File: src/rtl/icache_ctrl.sv
// Instruction-cache miss controller: zero-latency hit path, one outstanding
// memory load per miss, tag-matched fill with same-cycle forwarding to fetch.
module icache_ctrl #(
    parameter int TAG_W     = 22,
    parameter int IDX_W     = 7,
    parameter int MEM_TAG_W = 4
) (
    input  logic                 clock,
    input  logic                 reset,
    input  logic                 proc2Icache_req,
    input  logic [63:0]          proc2Icache_addr,
    input  logic [63:0]          cachemem_data,
    input  logic                 cachemem_valid,
    input  logic [MEM_TAG_W-1:0] Imem2proc_response,
    input  logic [63:0]          Imem2proc_data,
    input  logic [MEM_TAG_W-1:0] Imem2proc_tag,
    output logic [63:0]          Icache_data_out,
    output logic                 Icache_valid_out,
    output logic [1:0]           proc2Imem_command,
    output logic [63:0]          proc2Imem_addr,
    output logic [IDX_W-1:0]     rd_idx,
    output logic [TAG_W-1:0]     rd_tag,
    output logic                 wr_en,
    output logic [IDX_W-1:0]     wr_idx,
    output logic [TAG_W-1:0]     wr_tag,
    output logic [63:0]          wr_data
);

    localparam int LINE_W = TAG_W + IDX_W;
    localparam int PAD_W  = 64 - LINE_W - 3;
    localparam logic [1:0] BUS_NONE = 2'd0;
    localparam logic [1:0] BUS_LOAD = 2'd1;

    typedef enum logic [1:0] {
        ST_IDLE = 2'd0,
        ST_REQ  = 2'd1,
        ST_WAIT = 2'd2
    } state_t;

    // Cache line number of a byte address (tag concatenated with index).
    function automatic logic [LINE_W-1:0] line_of(input logic [63:0] addr);
        line_of = addr[LINE_W+2:3];
    endfunction

    state_t                 state_r, state_nxt_s;
    logic [TAG_W-1:0]       miss_tag_r, miss_tag_nxt_s;
    logic [IDX_W-1:0]       miss_idx_r, miss_idx_nxt_s;
    logic [MEM_TAG_W-1:0]   mem_tag_r, mem_tag_nxt_s;
    logic [LINE_W-1:0]      line_s;
    logic                   on_miss_line_s;
    logic                   tag_match_s;
    logic                   unused_s;

    assign line_s         = line_of(proc2Icache_addr);
    assign on_miss_line_s = proc2Icache_req && (line_s == {miss_tag_r, miss_idx_r});
    // A zero tag means "no data this cycle", so it can never match.
    assign tag_match_s    = (state_r == ST_WAIT) && (Imem2proc_tag != {MEM_TAG_W{1'b0}})
                            && (Imem2proc_tag == mem_tag_r);

    assign rd_idx         = line_s[IDX_W-1:0];
    assign rd_tag         = line_s[LINE_W-1:IDX_W];
    assign wr_idx         = miss_idx_r;
    assign wr_tag         = miss_tag_r;
    assign wr_data        = Imem2proc_data;
    assign proc2Imem_addr = {{PAD_W{1'b0}}, miss_tag_r, miss_idx_r, 3'b000};
    assign unused_s       = ^{proc2Icache_addr[63:LINE_W+3], proc2Icache_addr[2:0]};

    // Next-state, miss-register updates and combinational outputs.
    always_comb begin
        state_nxt_s       = state_r;
        miss_tag_nxt_s    = miss_tag_r;
        miss_idx_nxt_s    = miss_idx_r;
        mem_tag_nxt_s     = mem_tag_r;
        proc2Imem_command = BUS_NONE;
        wr_en             = 1'b0;
        Icache_valid_out  = proc2Icache_req && cachemem_valid;
        Icache_data_out   = cachemem_data;
        if (reset) begin
            state_nxt_s    = ST_IDLE;
            miss_tag_nxt_s = {TAG_W{1'b0}};
            miss_idx_nxt_s = {IDX_W{1'b0}};
            mem_tag_nxt_s  = {MEM_TAG_W{1'b0}};
        end else begin
            case (state_r)
                ST_IDLE: begin
                    if (proc2Icache_req && !cachemem_valid) begin
                        state_nxt_s    = ST_REQ;
                        miss_tag_nxt_s = line_s[LINE_W-1:IDX_W];
                        miss_idx_nxt_s = line_s[IDX_W-1:0];
                    end else begin
                        state_nxt_s    = ST_IDLE;
                    end
                end
                ST_REQ: begin
                    // Fetch redirected away from the missing line: drop it unissued.
                    if (!on_miss_line_s) begin
                        state_nxt_s = ST_IDLE;
                    end else begin
                        proc2Imem_command = BUS_LOAD;
                        if (Imem2proc_response != {MEM_TAG_W{1'b0}}) begin
                            mem_tag_nxt_s = Imem2proc_response;
                            state_nxt_s   = ST_WAIT;
                        end else begin
                            state_nxt_s   = ST_REQ;
                        end
                    end
                end
                ST_WAIT: begin
                    if (tag_match_s) begin
                        wr_en       = 1'b1;
                        state_nxt_s = ST_IDLE;
                        if (on_miss_line_s) begin
                            Icache_valid_out = 1'b1;
                            Icache_data_out  = Imem2proc_data;
                        end else begin
                            Icache_valid_out = proc2Icache_req && cachemem_valid;
                        end
                    end else begin
                        state_nxt_s = ST_WAIT;
                    end
                end
                default: begin
                    state_nxt_s = ST_IDLE;
                end
            endcase
        end
    end

    // State and miss-bookkeeping registers.
    always_ff @(posedge clock) begin
        state_r    <= state_nxt_s;
        miss_tag_r <= miss_tag_nxt_s;
        miss_idx_r <= miss_idx_nxt_s;
        mem_tag_r  <= mem_tag_nxt_s;
    end

endmodule

File: config.mk
export PLATFORM = sky130hd
export DESIGN_NAME = icache_ctrl
export DESIGN_NICKNAME = d
export VERILOG_FILES = /design/src/rtl/icache_ctrl.sv
export SDC_FILE = /design/constraint.sdc
export NUM_CORES = 1
export LEC_CHECK = 0
export ABC_AREA = 1
export BUFFER_PORTS_ARGS = -buffer_cell sky130_fd_sc_hd__buf_2
export CELL_PAD_IN_SITES_DETAIL_PLACEMENT = 1
export CELL_PAD_IN_SITES_GLOBAL_PLACEMENT = 2
export CORE_MARGIN = 2
export CORE_UTILIZATION = 13
export CTS_CLUSTER_DIAMETER = 30
export DETAILED_ROUTE_END_ITERATION = 16
export PLACE_DENSITY_LB_ADDON = 0.1
export SYNTH_ARGS = -nofsm -noshare
export SYNTH_HDL_FRONTEND = slang
export SYNTH_SLANG_ARGS = --single-unit
export TNS_END_PERCENT = 5
File: constraint.sdc
create_clock -name clock -period 1.6 [get_ports clock]
set_input_delay 0.16 -clock clock [delete_from_list [all_inputs] [get_ports clock]]
set_output_delay 0.16 -clock clock [all_outputs]
set_load 0.03 [all_outputs]
==> out/results.txt, run 1 <==
met3 GRT Util: 2.61%
Syn Std Cell Area: 0.00424 mm2
# clock sinks: 35
WL/cell: 15.4 um
router iterations before antenna repair: 4
final worst slack: -0.649 ns
gr usage total: 12.7%
Ys Warns: 0
outcome: finished, violations left
antenna viol nets, final: 0
post-synthesis cell count: 749
grt met2 use: 24.1%
pin count of the biggest net entering global routing: 35
clk_lat worst skew: 0.28 ns
layout cells sized above 1: 61.3%
total number of vias: 5,557
Routed WL: 24.0 mm
critical path peak fanout: 9
setup tns final: -41.10 ns
Most Used Layer, Global Route: met2
PortBufs: 386
fmax: 445 MHz
Tcrit/Tclk final: 141%
CTS HTree Levels: 2
skew final: 0.00332 ns
MaxCap Viol Count: 0
most common cell after layout, fill and taps aside: buf_2
Hold Path Origin: Imem2proc_response[3]
Hold Buf Count CTS: 0
dpl hpwl: 19.4 mm
Reg2Reg Launch Point: wr_idx[2]$_SDFFE_PP0P_
violated checks: negative setup slack
startpoint types: flip-flop
Multi-input gate area: 0.00251 mm2
final hold vios: 0
Die Ht: 185 um
Worst IR Drop VDD: 0.274 mV
WP buf/inv: 4
worst path cell trace: inv_1, nand2_2, nand2_2, nor2_4, nand2_1, nor2_1, nand2_1, nor2_4, buf_12, nand2_8, clkbuf_16, nand2_1, nand2_2, buf_2
via/cell ratio: 3.58
Root Buffer: clkbuf_16
Syn Area/Cell: 5.66 um2
sequential cell area: 800 um2
Ports: 458
Worst Setup Path Type: flip-flop to output pin
Worst EP required: 1.44 ns
CTS buffer count: 5
Max Slew Vio Count: 0
met1 usage in global routing: 15.2%
commonest non-fill, non-tap cells in the layout: buf_2, nand2_1, buf_4
initial antenna violation count: 2
worst-case hold slack: 0.147 ns
CP delay by family, top: simple AND/OR/NAND/NOR gates
vias in the first global route: 5,340
crit path from: wr_idx[2]$_SDFFE_PP0P_
Leakage Power: 4.26 nW
first-pass GRT wire length: 32.7 mm
crit-path max cell delay: 0.35 ns
Worst-path clk slew: 0.06 ns
site row count: 66
unrepaired setup endpoints after global routing: true
DIE AREA: 0.0341 mm2
pwr dens: 541 mW/mm2
CP arrival: 2.09 ns
number of DRC markers in iteration 0: 118
Crit. End Element: output pin
Initial Utilization: 13.1%
synthesized flop and latch total: 35
hold crit path type: input port to flip-flop
post-placement setup slack: -0.569 ns
Final setup violation count: 71
final net count: 1,313
drc violations: 0
Die X: 185 um
GRT Residual Overflow: 0
gpl congestion: 0.690
fillers: 4,119
register area share after synthesis: 16.5%
CP max-delay cell: dfxtp_4
Syn-to-layout area delta: 81.2%
core area: 0.0324 mm2
clock buffer depth: 2
library cells used by synthesis: 19
CTS tree: built
crit path time final: 2.25 ns
-- worst register-to-register path, delay by kind of cell, from the launching register on --
family	cells	cell delay [ns]
DFF	1	0.35
buffers and inverters	3	0.39
and+or+nand+nor	10	0.87
-- state kept, by name, summed over array words and instances, names as in the netlist --
signal	count
wr_tag	22
wr_idx	7
mem_tag_r	4
state_r	2
-- cell type report --
| cell class | instances | area share [%] |
|---|---|---|
| repair buffers | 506 | 44.4 |
| multi-input cells | 493 | 32.6 |
| flip-flops and latches | 35 | 10.4 |
| well taps | 442 | 7.19 |
| inverters | 68 | 3.32 |
| clock buffers | 8 | 2.03 |
| diodes | 1 | 0.0325 |
-- worst paths after layout --
kind	endpoint	cells after the start	slack, ns
setup reg to reg	mem_tag_r[0]$_SDFFE_PP0P_	13	-0.10
hold / removal	mem_tag_r[3]$_SDFFE_PP0P_	3	0.15
setup / recovery	Icache_data_out[32]	14	-0.65
hold reg to reg	wr_tag[19]$_SDFFE_PP0P_	2	0.54
-- kinds of logic (layout without fill, tap and decap cells) --
kind of cell,Yosys count,count (layout),share of synthesized area [%]
compound gates,61,61,7.22
xor+xnor,2,2,0.413
buf+inv,257,582,38.4
flops,35,35,16.5
other cells,1,37,0.0884
simple gates,393,394,37.4
-- metrics by stage --
step	utilization (%)	instance area (um2)	power [mW]	cells
after detailed placement	20.8	6730	3.00	1530
after global placement	20.8	6730	3.01	1530
after floorplan	-	4660	2.39	784
after CTS	22.1	7170	4.17	1541
after global routing	23.7	7690	4.43	1552
final	23.8	7690	4.16	1553
-- metal layers --
metal / part of all wire [%] / wire length [um] / vias to the layer above
li1: - / - / 2842
met1: 41 / 9770 / 2493
met2: 52 / 12600 / 213
met3: 6.6 / 1590 / 7
met4: 0.15 / 35 / 2
met5: 0.075 / 18 / -
-- power by group --
part,total (mW),switching [mW],internal [mW]
logic,2.13,1.38,0.752
clock network,1.07,0.404,0.665
registers,0.955,0.0408,0.914
total,4.16,1.83,2.33
-- cell usage after synthesis --
| library cell | instances | area [um2] |
|---|---|---|
| nand2_1 | 263 | 987 |
| nand4_1 | 5 | 31.3 |
| nor2_1 | 50 | 188 |
| dfxtp_1 | 35 | 701 |
| buf_4 | 163 | 1220 |
| inv_1 | 63 | 236 |
| a21oi_1 | 30 | 150 |
| xor2_1 | 2 | 17.5 |
| buf_2 | 12 | 60.1 |
| nor3_1 | 2 | 10.0 |
| conb_1 | 1 | 3.75 |
| inv_2 | 5 | 18.8 |
| nor2_2 | 1 | 6.26 |
| o21ai_0 | 30 | 150 |
| buf_6 | 5 | 56.3 |
| nor4_1 | 2 | 12.5 |
| o22ai_1 | 1 | 6.26 |
| nand3_1 | 70 | 350 |
| clkbuf_1 | 9 | 33.8 |
-- what timing repair did --
| action | in CTS | in global routing |
|---|---|---|
| buffers inserted | 1 | 3 |
| pin swaps | 3 | 16 |
| endpoints found under the setup margin | 73 | 73 |
| cloned | 2 | 8 |
| resized for setup | 78 | 106 |
No activity file was read; power rests on OpenSTA's default activity.
==> inputs of run 2 (changes only) <==
ABC_AREA = default   (was 1)
CORE_AREA = 2 2 178 180   (was default)
CORE_MARGIN = default   (was 2)
CORE_UTILIZATION = default   (was 13)
DIE_AREA = 0 0 180 182   (was default)
==> run 2 against run 1 <==
The flow still finishes with violations (negative setup slack). Register-to-register slack worse by 0.58 ns. Sequential power is 2% lower. Non-clock buffer count shrank 3. Clock power about the same. Routed wire length fell by 8.2%. Clock skew fell by 0.0015 ns. Synthesized cell count down 37%. Die area fell by 3.9%. Cell count fell by 20%. Count of clock-buffer cells in the layout unchanged. Sequential cell count unchanged. Critical path type unchanged.
==> out/results.txt, run 2 <==
outcome: finished, violations left
violated checks: negative setup slack
Reg2Reg Launch Point: wr_tag[15]$_SDFFE_PP0P_
final net count: 1,043 (-21%)
Routed WL: 22.0 mm (-8.2%)
Synth Area in Simple Gates: 14.1% (-23 points)
Worst IR Drop VDD: 0.339 mV (+24%)
Syn-to-layout area delta: 80.0%
commonest non-fill, non-tap cells in the layout: buf_2, buf_4, buf_6
Final setup violation count: 72 (+1.4%)
initial antenna violation count: 1 (-1)
post-synthesis cell count: 469 (-37%)
synthesized flop and latch total: 35 (unchanged)
core area: 0.0310 mm2 (-4.3%)
vias in the first global route: 4,588 (-14%)
area leader, netlist: buf_4
DIE AREA: 0.0328 mm2 (-3.9%)
final worst slack: -0.921 ns (-0.272 ns)
fillers: 3,686 (-11%)
met1 WL: 7.62 mm (-22%)
PortBufs: 386 (unchanged)
max_slew headroom: 66.2%
max FFs per register: 22 (unchanged)
Synth Flop Type: dfxtp_1
Crit. End Element: output pin
fmax: 397 MHz (-11%)
Die X: 180 um (-2.5%)
dpl hpwl: 18.2 mm (-6.1%)
crit path time final: 2.52 ns (+0.272 ns)
FF-to-FF path depth: 13 (unchanged)
Hold EP: wr_idx[6]$_SDFFE_PP0P_
MaxCap Viol Count: 0 (unchanged)
gr usage total: 12.6% (-0.039 points)
post-placement setup slack: -0.869 ns (-0.301 ns)
top post-synthesis cells by area: buf_4, mux2_4, dfxtp_1
clk_lat worst skew: 0.29 ns (about the same)
post-synth top area share: 29.8% (+1.0 points)
Multi-input gate area: 0.00238 mm2 (-4.9%)
worst path cell trace: buf_4, nand2b_4, o2111ai_4, nor4_2, buf_4, nand4_1, buf_6, clkbuf_16, mux2_4, buf_6
top cells by count, synth: buf_4, nand2_1, mux2_4, dfxtp_1, a21oi_1
Post-synth ARST share: 0% (unchanged)
Syn Area/Cell: 8.53 um2 (+51%)
xor and xnor area share after synthesis: 5.91% (+5.5 points)
GRT Residual Overflow: 0 (unchanged)
Hold Crit Depth: 3 (unchanged)
Met2 Wirelength: 12.7 mm (+0.65%)
number of DRC markers in iteration 0: 81 (-31%)
worst slew pin tran: 0.507 ns
largest family of logic cells by synthesized area: buffers and inverters
Synth Area in Adders: 0% (unchanged)
router iterations before antenna repair: 4 (unchanged)
CTS buffer count: 5 (unchanged)
Worst Setup Path Type: flip-flop to output pin
CP arrival: 2.36 ns (+0.27 ns)
compound-gate portion of the synthesized area: 6.44% (-0.78 points)
total number of vias: 4,427 (-20%)
critical path peak fanout: 16 (+7)
first-pass GRT wire length: 30.8 mm (-5.8%)
drc violations: 0 (unchanged)
WL/cell: 17.7 um (+15%)
site row count: 65 (-1.5%)
Ports: 458 (unchanged)
skew final: 0.00184 ns (-0.00148 ns)
worst-case hold slack: 0.141 ns (-0.00628 ns)
final hold vios: 0 (unchanged)
crit-path max cell delay: 0.32 ns (-0.03 ns)
post-synthesis mux area share: 22.6% (+23 points)
Ys Warns: 0 (unchanged)
Worst-path clk slew: 0.06 ns (about the same)
hold crit path type: input port to flip-flop
R2R Setup Slk: -0.68 ns (-0.58 ns)
CTS tree: built
# clock sinks: 35 (unchanged)
reg2reg end: mem_tag_r[0]$_SDFFE_PP0P_
antenna viol nets, final: 0 (unchanged)
Root Buffer: clkbuf_16
pin count of the biggest net entering global routing: 41 (+17%)
gpl congestion: 0.853 (+24%)
clock buffer depth: 2 (unchanged)
Hold Path Origin: proc2Icache_addr[9]
Initial Utilization: 12.9% (-0.20 points)
top-count cell post-synth: buf_4
Leakage Power: 3.84 nW (-9.9%)
Tcrit/Tclk final: 158% (+17 points)
CP max-delay cell: mux2_4
Worst EP required: 1.44 ns (about the same)
Post-synth EDFFs: 0 (unchanged)
register area share after synthesis: 17.5% (+1.0 points)
startpoint types: flip-flop
Syn Std Cell Area: 0.00400 mm2 (-5.7%)
Die Ht: 182 um (-1.4%)
library cells used by synthesis: 32 (+13)
Highest Signal Layer: met4
Met3 Wirelength: 1.30 mm (-18%)
Max Slew Vio Count: 0 (unchanged)
CTS HTree Levels: 2 (unchanged)
most common cell after layout, fill and taps aside: buf_2
unrepaired setup endpoints after global routing: true
pwr dens: 561 mW/mm2 (+3.7%)
layout cells sized above 1: 74.4% (+13 points)
sequential cell area: 722 um2 (-9.7%)
via/cell ratio: 3.56 (-0.47%)
## run 2: changes by cell type after synthesis, moves of 7 or more
cell | before | now
buf_2 | 12 | 1
o21ai_0 | 30 | 2
nand4_1 | 5 | 12
mux2_2 | 0 | 15
nor2_1 | 50 | 0
nand2b_1 | 0 | 13
xnor2_1 | 0 | 24
nand3_1 | 70 | 5
inv_1 | 63 | 11
mux2_4 | 0 | 49
nand2_1 | 263 | 62
## run 2: stage by stage
stage	util [%]	power (mW)	setup TNS [ns]	std cells	instance area [um2]
5_1_grt	23.2	4.27	-72.55	1243	7200
3_3_place_gp	19.7	2.80	-53.69	1217	6100
3_5_place_dp	19.7	2.81	-58.29	1217	6100
4_1_cts	22.9	4.13	-65.41	1241	7100
6_report	23.2	4.04	-61.47	1243	7200
2_1_floorplan	-	2.24	-36.23	504	4190
## run 2: area by class of cell
| cell class | count | area share [%] |
|---|---|---|
| repair buffers | 503 | 47.1 |
| clock buffers | 8 | 2.17 |
| diodes | 1 | 0.0347 |
| inverters | 11 | 0.573 |
| multi-input cells | 283 | 33.1 |
| flip-flops and latches | 35 | 10.0 |
| well taps | 402 | 6.98 |
## run 2: worst max-delay path, delay by kind of cell, from the launching register on
family                 cells  cell delay, ns
buffers and inverters      5            0.86
multiplexers               1            0.32
flip-flops                 1            0.31
AO/OA/AOI/OAI              1            0.13
AND/OR/NAND/NOR            3            0.45
## run 2: report_power, final
part	switching [mW]	total (mW)	internal, mW
logic	1.21	2.02	0.808
clock network	0.418	1.08	0.665
registers	0.0307	0.939	0.908
## run 2: cell families (layout without fill, tap and decap cells)
family	after synthesis	in the layout
AOI/OAI and AO/OA	45	45
xor gates and xnor gates	27	27
buffers and inverters	186	522
and+or+nand+nor	111	111
DFF	35	35
muxes	64	64
other	1	37
## run 2: layer usage
metal	vias up	global-route usage (%)
met5	-	0
met4	0	3.22
met3	14	2.77
met2	212	26.1
met1	2078	12.5
li1	2123	-
## run 2: worst max-delay path by stage
stage / cells past startpoint / end / slack, ns / from
2_1_floorplan: 7 / Icache_data_out[14] / -0.58 / state_r[0]$_SDFF_PP0_
3_3_place_gp: 7 / Icache_data_out[63] / -0.80 / mem_tag_r[0]$_SDFFE_PP0P_
3_5_place_dp: 7 / Icache_data_out[63] / -0.87 / mem_tag_r[0]$_SDFFE_PP0P_
4_1_cts: 8 / Icache_data_out[60] / -0.99 / wr_tag[15]$_SDFFE_PP0P_
5_1_grt: 9 / Icache_data_out[20] / -1.08 / mem_tag_r[1]$_SDFFE_PP0P_
6_report: 10 / Icache_data_out[62] / -0.92 / wr_idx[0]$_SDFFE_PP0P_
## run 2: timing repair
action	4_1_cts	5_1_grt
pin swaps	16	4
setup buffers	13	0
hold buffers	0	0
gates resized for setup	182	11
gates cloned	3	1
setup endpoints to repair	102	73
==> inputs of run 3 (changes only) <==
==> constraint.sdc (replaced) <==
create_clock -name clock -period 1.6 [get_ports clock]
set_input_delay 0.16 -clock clock [delete_from_list [all_inputs] [get_ports clock]]
set_output_delay 0.16 -clock clock [all_outputs]
set_load 0.005 [all_outputs]
==> run 3 against run 2 <==
The run still ends with negative setup slack left. Cell area is 5.2% lower. Clock skew rose by 0.0013 ns. Non-clock buffer count down 14. Critical path depth fell by 2. Worst setup slack better by 0.022 ns. Count of clock-buffer cells in the layout decreased by 2. First-iteration DRC count increased by 3.7%. Combinational power decreased by 35%. Utilization down 1.2 points. Sequential share of layout area up 0.42 points. Critical path type unchanged. Highest routed layer is now met5.
==> out/results.txt, run 3 (synthesis results as in run 2) <==
outcome: finished, violations left
violated checks: negative setup slack
Ports: 458 (unchanged)
Finished Cell Area: 0.00683 mm2 (-5.2%)
core area: 0.0310 mm2 (unchanged)
worst-case hold slack: 0.140 ns (-0.00130 ns)
Tcrit/Tclk final: 156% (-1.3 points)
drc violations: 0 (unchanged)
Worst Setup Path Type: flip-flop to output pin
router iterations before antenna repair: 4 (unchanged)
site row count: 65 (unchanged)
Net Sw Power: 1.05 mW (-37%)
Crit. End Element: output pin
max_slew headroom: 65.8% (-0.35 points)
Hold Path Origin: proc2Icache_addr[25]
critical path peak fanout: 32 (+16)
worst slew pin tran: 0.513 ns (+0.00530 ns)
vias in the first global route: 4,524 (-1.4%)
CTS buffer count: 5 (unchanged)
fmax: 400 MHz (+0.86%)
Worst-path clk slew: 0.06 ns (about the same)
post-placement setup slack: -0.819 ns (+0.0508 ns)
pin count of the biggest net entering global routing: 41 (unchanged)
CTS tree: built
final core area utilization: 22.0% (-1.2 points)
final hold vios: 0 (unchanged)
Hold EP: wr_tag[15]$_SDFFE_PP0P_
crit path time final: 2.50 ns (-0.0216 ns)
startpoint types: flip-flop
DIE AREA: 0.0328 mm2 (unchanged)
Max Slew Vio Count: 0 (unchanged)
MaxCap Viol Count: 0 (unchanged)
FF-to-FF path depth: 7 (-6)
most common cell after layout, fill and taps aside: buf_2
Initial Utilization: 12.9% (unchanged)
R2R Setup Slk: -0.16 ns (+0.52 ns)
PortBufs: 386 (unchanged)
Hold Crit Depth: 3 (unchanged)
number of DRC markers in iteration 0: 84 (+3.7%)
via/cell ratio: 3.58 (+0.51%)
reg2reg end: mem_tag_r[0]$_SDFFE_PP0P_
dpl hpwl: 18.3 mm (+0.72%)
clock buffer depth: 2 (unchanged)
WL/cell: 17.7 um (-0.15%)
Root Buffer: clkbuf_16
Final setup violation count: 71 (-1.4%)
commonest non-fill, non-tap cells in the layout: buf_2, buf_4, nand2_1
layout cells sized above 1: 72.4% (-2.0 points)
gr usage total: 12.3% (-0.35 points)
most frequent CP cell: buf_6
# clock sinks: 35 (unchanged)
unrepaired setup endpoints after global routing: true
crit-path max cell delay: 0.34 ns (+0.02 ns)
Reg2Reg Launch Point: wr_tag[18]$_SDFFE_PP0P_
CTS HTree Levels: 2 (unchanged)
total number of vias: 4,403 (-0.54%)
Worst EP required: 1.44 ns (about the same)
max FFs per register: 22 (unchanged)
Syn-to-layout area delta: 70.8%
dpl cells: 1,215 (-0.16%)
Die X: 180 um (unchanged)
Seq pwr share: 27.0% (+3.7 points)
fillers: 3,767 (+2.2%)
first-pass GRT wire length: 30.2 mm (-1.9%)
Leakage Power: 3.69 nW (-4.0%)
skew final: 0.00313 ns (+0.00129 ns)
clk_lat worst skew: 0.29 ns (about the same)
GRT Residual Overflow: 0 (unchanged)
Die Ht: 182 um (unchanged)
CP arrival: 2.34 ns (-0.02 ns)
gpl congestion: 0.918 (+7.6%)
placed cell area: 0.00608 mm2 (-0.27%)
internal power: 2.43 mW (+2.1%)
share of total power in the clock network: 35.0% (+8.2 points)
Routed WL: 21.8 mm (-1.2%)
final net count: 1,029 (-1.3%)
pwr dens: 509 mW/mm2 (-9.2%)
antenna viol nets, final: 0 (unchanged)
hold crit path type: input port to flip-flop
Worst IR Drop VDD: 0.346 mV (+2.2%)
worst path cell trace: xor2_2, nand4b_1, nor4_4, nand4_1, buf_6, buf_16, mux2_4, buf_6
final worst slack: -0.899 ns (+0.0216 ns)
CP max-delay cell: nor4_4
Non-Filler Instances: 1,230 (-1.0%)
Hold Buf Count CTS: 0 (unchanged)
combinational share of power: 38.1% (-12 points)
switching share of power: 30.1% (-11 points)
initial antenna violation count: 2 (+1)
==> run 3: cell count changes in the layout (fill, tap and decap cells not counted), sizes merged <==
cell and change:
clkbuf -2, clkinv +1, bufinv +1, diode +1, buf -14
==> run 3: cell type report <==
cell class	instances	area (um2)	share of cell area, %
repair buffers	489	3110	45.5
flip-flops and latches	35	713	10.4
inverters	11	41.3	0.605
clock inverters	2	35.0	0.513
clock buffers	6	139	2.03
well taps	402	503	7.36
diodes	2	5.00	0.0733
multi-input cells	283	2290	33.5
==> run 3: power by group through the flow <==
stage	clock (mW)	combinational, mW	sequential, mW
2_1_floorplan	0	0.627	0.967
3_3_place_gp	0	1.23	0.952
3_5_place_dp	0	1.24	0.954
4_1_cts	1.27	1.34	0.937
5_1_grt	1.30	1.44	0.942
6_report	1.22	1.32	0.938
==> run 3: repair_timing <==
| item | in CTS | in global routing |
|---|---|---|
| resized for setup | 70 | 12 |
| setup buffers | 3 | 0 |
| gates cloned | 1 | 1 |
| setup endpoints to repair | 102 | 73 |
| pin swaps | 6 | 12 |
==> run 3: stage by stage <==
stage	TNS [ns]	power [mW]
CTS	-62.25	3.55
detailed placement	-55.55	2.19
global placement	-55.60	2.19
floorplan	-19.30	1.59
finish	-57.81	3.48
global route	-65.53	3.68
==> run 3: how the worst max path moves through the flow <==
| stage | start | end | slack [ns] | cells after the start |
|---|---|---|---|---|
| floorplan | wr_idx[6]$_SDFFE_PP0P_ | Icache_data_out[14] | -0.33 | 7 |
| global placement | mem_tag_r[2]$_SDFFE_PP0P_ | Icache_data_out[47] | -0.83 | 7 |
| detailed placement | mem_tag_r[2]$_SDFFE_PP0P_ | Icache_data_out[47] | -0.82 | 7 |
| CTS | wr_idx[1]$_SDFFE_PP0P_ | Icache_data_out[34] | -0.95 | 8 |
| global route | wr_idx[6]$_SDFFE_PP0P_ | Icache_data_out[58] | -1.00 | 8 |
| finish | wr_idx[6]$_SDFFE_PP0P_ | Icache_data_out[57] | -0.90 | 8 |
==> run 3: worst max-delay path: cells and delay by family, from the launching register on <==
kind          cells  cell delay, ns
xor+xnor          1            0.15
buf+inv           3            0.51
flops             1            0.33
mux               1            0.33
simple gates      3            0.72
==> run 3: layer usage <==
layer  GRT usage, %  part of all wire, %  wire [um]  vias to the layer above
met1           12.1                   34       7460                     2070
met2           25.2                   57      12400                      220
li1               -                    -          -                     2094
met4           2.86                  1.7        377                        2
met5              0                0.060         13                        -
met3           3.17                  6.9       1510                       17
